--- src/rtl/fp8_accum_seq.sv ---
// Sequential fp8 (E4M3) reducer: sums LEN operands streamed over a valid/ready
// handshake through one combinational fp8 adder, then presents the sum.

module fp8_e4m3_adder (
    input  logic [7:0] a,
    input  logic [7:0] b,
    output logic [7:0] answer
);
    // E4M3: bias 7, no infinities, S.1111.111 is NaN, overflow saturates to +/-448.
    logic [7:0]  x, y;
    logic [3:0]  ex, ey, d, mx, my;
    logic [19:0] sh;
    logic [6:0]  bx, sy, n;
    logic [7:0]  r;
    logic [4:0]  e, m;
    logic        rnd;

    // NOTE: combinational logic uses blocking '=' and gives every variable a
    // default first, so each path assigns it and no latch is inferred.
    always_comb begin
        x      = (a[6:0] >= b[6:0]) ? a : b;
        y      = (a[6:0] >= b[6:0]) ? b : a;
        ex     = (x[6:3] == 4'h0) ? 4'h1 : x[6:3];
        ey     = (y[6:3] == 4'h0) ? 4'h1 : y[6:3];
        mx     = {|x[6:3], x[2:0]};
        my     = {|y[6:3], y[2:0]};
        d      = ex - ey;
        sh     = {my, 16'h0000} >> d;
        sy     = {sh[19:14], sh[13] | (|sh[12:0])};
        bx     = {mx, 3'b000};
        r      = (x[7] == y[7]) ? ({1'b0, bx} + {1'b0, sy}) : ({1'b0, bx} - {1'b0, sy});
        e      = {1'b0, ex};
        n      = r[6:0];
        answer = 8'h00;
        if (r[7]) begin
            n = {r[7:2], r[1] | r[0]};
            e = e + 5'd1;
        end
        for (int i = 0; i < 6; i++) begin
            if (!n[6] && e > 5'd1) begin
                n = n << 1;
                e = e - 5'd1;
            end
        end
        // Round to nearest, ties to even, on guard/round/sticky bits n[2:0].
        rnd = n[2] & (n[1] | n[0] | n[3]);
        m   = {1'b0, n[6:3]} + {4'h0, rnd};
        if (m[4]) begin
            m = m >> 1;
            e = e + 5'd1;
        end
        if (x[6:0] == 7'h7F || y[6:0] == 7'h7F)
            answer = 8'h7F;
        else if (r == 8'h00)
            answer = {x[7] & y[7], 7'h00};
        else if (e > 5'd15 || (e == 5'd15 && m[2:0] == 3'b111))
            answer = {x[7], 7'h7E};
        else
            answer = {x[7], (m[3] ? e[3:0] : 4'h0), m[2:0]};
    end
endmodule

module fp8_accum_seq #(
    parameter int LEN_W = 5
) (
    input  logic             clk,
    input  logic             rst_n,
    input  logic             start,
    input  logic [LEN_W-1:0] len,
    input  logic             in_valid,
    input  logic [7:0]       in_data,
    output logic             in_ready,
    output logic             out_valid,
    output logic [7:0]       out_data,
    input  logic             out_ready,
    output logic             busy,
    output logic [LEN_W-1:0] count
);
    typedef enum logic [1:0] {IDLE, ACC, DONE} state_t;

    state_t           state, state_next;
    logic [7:0]       acc, sum;
    logic [LEN_W-1:0] cnt, len_q;
    logic             take, last;

    fp8_e4m3_adder u_add (
        .a      (acc),
        .b      (in_data),
        .answer (sum)
    );

    assign take = (state == ACC) && in_valid;
    assign last = (cnt == len_q - LEN_W'(1));

    // NOTE: reset is synchronous, so rst_n is only tested inside the clocked
    // block and it takes priority over every other branch; state uses '<='.
    always_ff @(posedge clk) begin
        if (!rst_n) state <= IDLE;
        else        state <= state_next;
    end

    always_comb begin
        state_next = state;
        case (state)
            IDLE:    if (start) state_next = (len == '0) ? DONE : ACC;
            ACC:     if (take && last) state_next = DONE;
            DONE:    if (out_ready) state_next = IDLE;
            default: state_next = IDLE;
        endcase
    end

    always_ff @(posedge clk) begin
        if (!rst_n) begin
            acc   <= 8'h00;
            cnt   <= '0;
            len_q <= '0;
        end else begin
            case (state)
                IDLE: if (start) begin
                    len_q <= len;
                    cnt   <= '0;
                    acc   <= 8'h00;
                end
                ACC: if (take) begin
                    // First operand bypasses the adder so no zero is ever added in.
                    acc <= (cnt == '0) ? in_data : sum;
                    cnt <= cnt + LEN_W'(1);
                end
                default: ;
            endcase
        end
    end

    assign in_ready  = (state == ACC);
    assign out_valid = (state == DONE);
    assign busy      = (state != IDLE);
    assign out_data  = acc;
    assign count     = cnt;
endmodule
--- config.mk ---
export PLATFORM = sky130hd
export DESIGN_NAME = fp8_accum_seq
export DESIGN_NICKNAME = d
export VERILOG_FILES = /design/src/rtl/fp8_accum_seq.sv
export SDC_FILE = /design/constraint.sdc
export NUM_CORES = 1
export LEC_CHECK = 0
export ABC_CLOCK_PERIOD_IN_PS = 14500
export BUFFER_PORTS_ARGS = -buffer_cell sky130_fd_sc_hd__buf_4
export CAP_MARGIN = 10
export CORE_MARGIN = 5
export CORE_UTILIZATION = 55
export CTS_BUF_LIST = sky130_fd_sc_hd__clkbuf_16
export CTS_CLUSTER_DIAMETER = 150
export DETAILED_ROUTE_END_ITERATION = 6
export PLACE_DENSITY_LB_ADDON = 0.1
export SLEW_MARGIN = 20
export SYNTH_ARGS = -nofsm -noshare
export SYNTH_HDL_FRONTEND = slang
export SYNTH_SLANG_ARGS = --single-unit
--- constraint.sdc ---
create_clock -name clk -period 14.5 [get_ports clk]
set_input_delay 1.45 -clock clk [delete_from_list [all_inputs] [get_ports clk]]
set_output_delay 1.45 -clock clk [all_outputs]
set_load 0.02 [all_outputs]
==> out/metrics.cfg <==
[outcome]
status = finished clean

[clock_network]
htreeDepth = 1
cts_tree = built
cts_sinks = 20
clk_pin_slew_worst_paths_ns = 0.05
cts_root_buf = clkbuf_16
insertion_delay_ns = 0.25
clockBufferDepth = 2
numCtsBuffers = 3

[die]
fp.dieH_um = 106
io_pins = 34
rows = 35
die_area_um2 = 11200
core-area_um2 = 9110
die_w_um = 106
start_util_pct = 55.4

[synthesis]
synth_area_leaders = ha_1 8.2%, dfxtp_1 7.9%, mux2i_1 7.5%
synth_edf_count = 0
synth.top_cell.area_share_pct = 8.18
synth.distinct_cells = 99
synth-seq-area-share_pct = 7.93
syn_inst = 676
synth_common_cells = 68 x nand2_1, 51 x nor2_1, 40 x inv_1
synth.avg_cell_area_um2 = 7.47
synth.most_common_cell = nand2_1
ys_ff_latch = 20
synth_warnings = 0
synthFlopType = dfxtp_1
synthesis.area_um2 = 5050
synth.largest_area_cell = ha_1
ys_async_sr_fraction_pct = 0
synth_fp_nets = 729

[route]
post_drt_wl_per_cell_um = 18.3
final_antenna_net_count = 0
routed_wl_um = 15300
drt_iter0_drc = 378
first_pass_iters = 6
viasPerCell = 6.68
vias = 5588
drc_errors = 0

[sta]
final-hold-violation-count = 0
layout_min_cycle_time_ns = 13.91
setup_viol = 0
worst_slew_pin_slew_ns = 1.13
tns_ns = 0
slew_viol_final = 0
fin_crit_sh_pct = 95.9
fmax_mhz = 71.9
finalClockSkew_ns = 0.00222
relSlewSlack_pct = 24.5

[setup_path]
crit_fanout = 14
worstSetupEndpointType = flip-flop
path_class = input pin to flip-flop
crit_arrival_ns = 14.05
slowest_delay_ns = 0.55
slowest_stage = mux4_2
cp_common_cell = ha_1
cp.required_ns = 14.64
start_kind = input pin

[flow_run]
maxCapViolations = 0

[finish]
syn2layout_area_growth_pct = 15.9
layout.nets = 780
drive_gt1_share_pct = 22.9
n_antenna_cell = 0

[grt]
grt_usage_pct = 26.1
grt_max_degree = 28
use_met2_pct = 44.7
grt_pass1_wl_um = 25000
grt_use_met1_pct = 35.1
grt_overflow = 0
grt_use_met3_pct = 2.94
grt_pass1_vias = 5240
grt-busiest-layer = met2
antenna_found_initial = 0

[worst_hold_path]
hold_path_class = flip-flop to flip-flop

[placement]
hpwl_um = 11700
gp_congestion = 0.932
port_buffers = 33

[metal layers]
metal  wire length, um  share of wire, %  vias up
li1                  -                 -     2672
met1              6740                44     2658
met2              7270                48      219
met3               939               6.1       39
met4               348               2.3        0
met5                 0                 0        -
[worst paths after layout]
check / start / depth (start not counted) / to / slack [ns]
worst min-delay path: len_q[4] / 2 / len_q[4] / 0.48
worst max register to register: out_data[0] / 63 / out_data[6] / 1.33
worst min register to register: len_q[4] / 2 / len_q[4] / 0.48
worst max-delay path: in_data[2] / 64 / out_data[6] / 0.59
[layout by cell type (no fill, tap or decap), types with 6 or more instances in the layout]
cell type	Yosys	final
nand2_1	68	66
buf_4	4	65
nor2_1	51	50
inv_1	40	37
mux2i_1	38	36
ha_1	33	32
o21ai_0	31	30
a21oi_1	29	26
mux2_2	20	20
dfxtp_1	20	20
nand3_1	19	19
nor2b_1	18	18
and3_1	16	16
nor3_1	17	16
xnor2_1	16	15
nand4_1	13	13
and2_1	11	11
nand2b_1	10	10
a31oi_1	10	9
o211ai_1	9	9
o21ai_1	8	8
a21o_1	7	7
a21oi_2	4	7
xor2_1	7	7
a211oi_1	7	7
a21boi_0	7	7
o21a_1	7	7
nor4_1	6	6
o21ai_2	6	6
o21bai_1	6	6
[critical path, delay by kind of cell]
| family | cells | cell delay [ns] |
|---|---|---|
| AO/OA/AOI/OAI | 24 | 4.90 |
| adder cells (fa/ha/maj) | 11 | 2.78 |
| AND/OR/NAND/NOR | 13 | 2.04 |
| multiplexers | 5 | 1.63 |
| buffers and inverters | 11 | 1.22 |
[layout make-up]
cell class              count  area (um2)
inverters                  42         158
clock buffers               3        75.1
repair buffers             68         544
fillers                   816        3260
multi-input cells         592        4530
well taps                 111         139
flip-flops and latches     20         400
[logic make-up after synthesis]
logic type | Yosys count | synth area share, %
AO/OA/AOI/OAI | 217 | 33.9
XOR/XNOR | 25 | 4.86
adder cells (fa/ha/maj) | 35 | 8.97
buffers and inverters | 64 | 5.53
flip-flops | 20 | 7.93
multiplexers | 60 | 12.7
AND/OR/NAND/NOR | 255 | 26.1
[stage by stage]
step	cells	area, um2	worst slack (ns)	util, %	hold slack [ns]
floorplan	676	5080	0.0404	-	0.456
global placement	815	5470	0.419	60.1	0.469
detailed placement	815	5470	-0.101	60.1	0.475
CTS	818	5550	0.0914	60.9	0.482
global route	836	5850	-0.145	64.2	0.524
finish	836	5850	0.592	64.2	0.479
[sequential cells by signal, summed over array words and instances, names as in the netlist]
name / flops
len_q: 5
count: 5
out_data: 8
state: 2
[repair_timing]
action | in CTS | in global routing
setup buffers | 0 | 17
endpoints found under the setup margin | 0 | 7
hold buffers | 0 | 0
gates resized for setup | 0 | 32
Power is not shown: default switching activity piles up to over one toggle a cycle in this logic, so the estimate is an artifact.
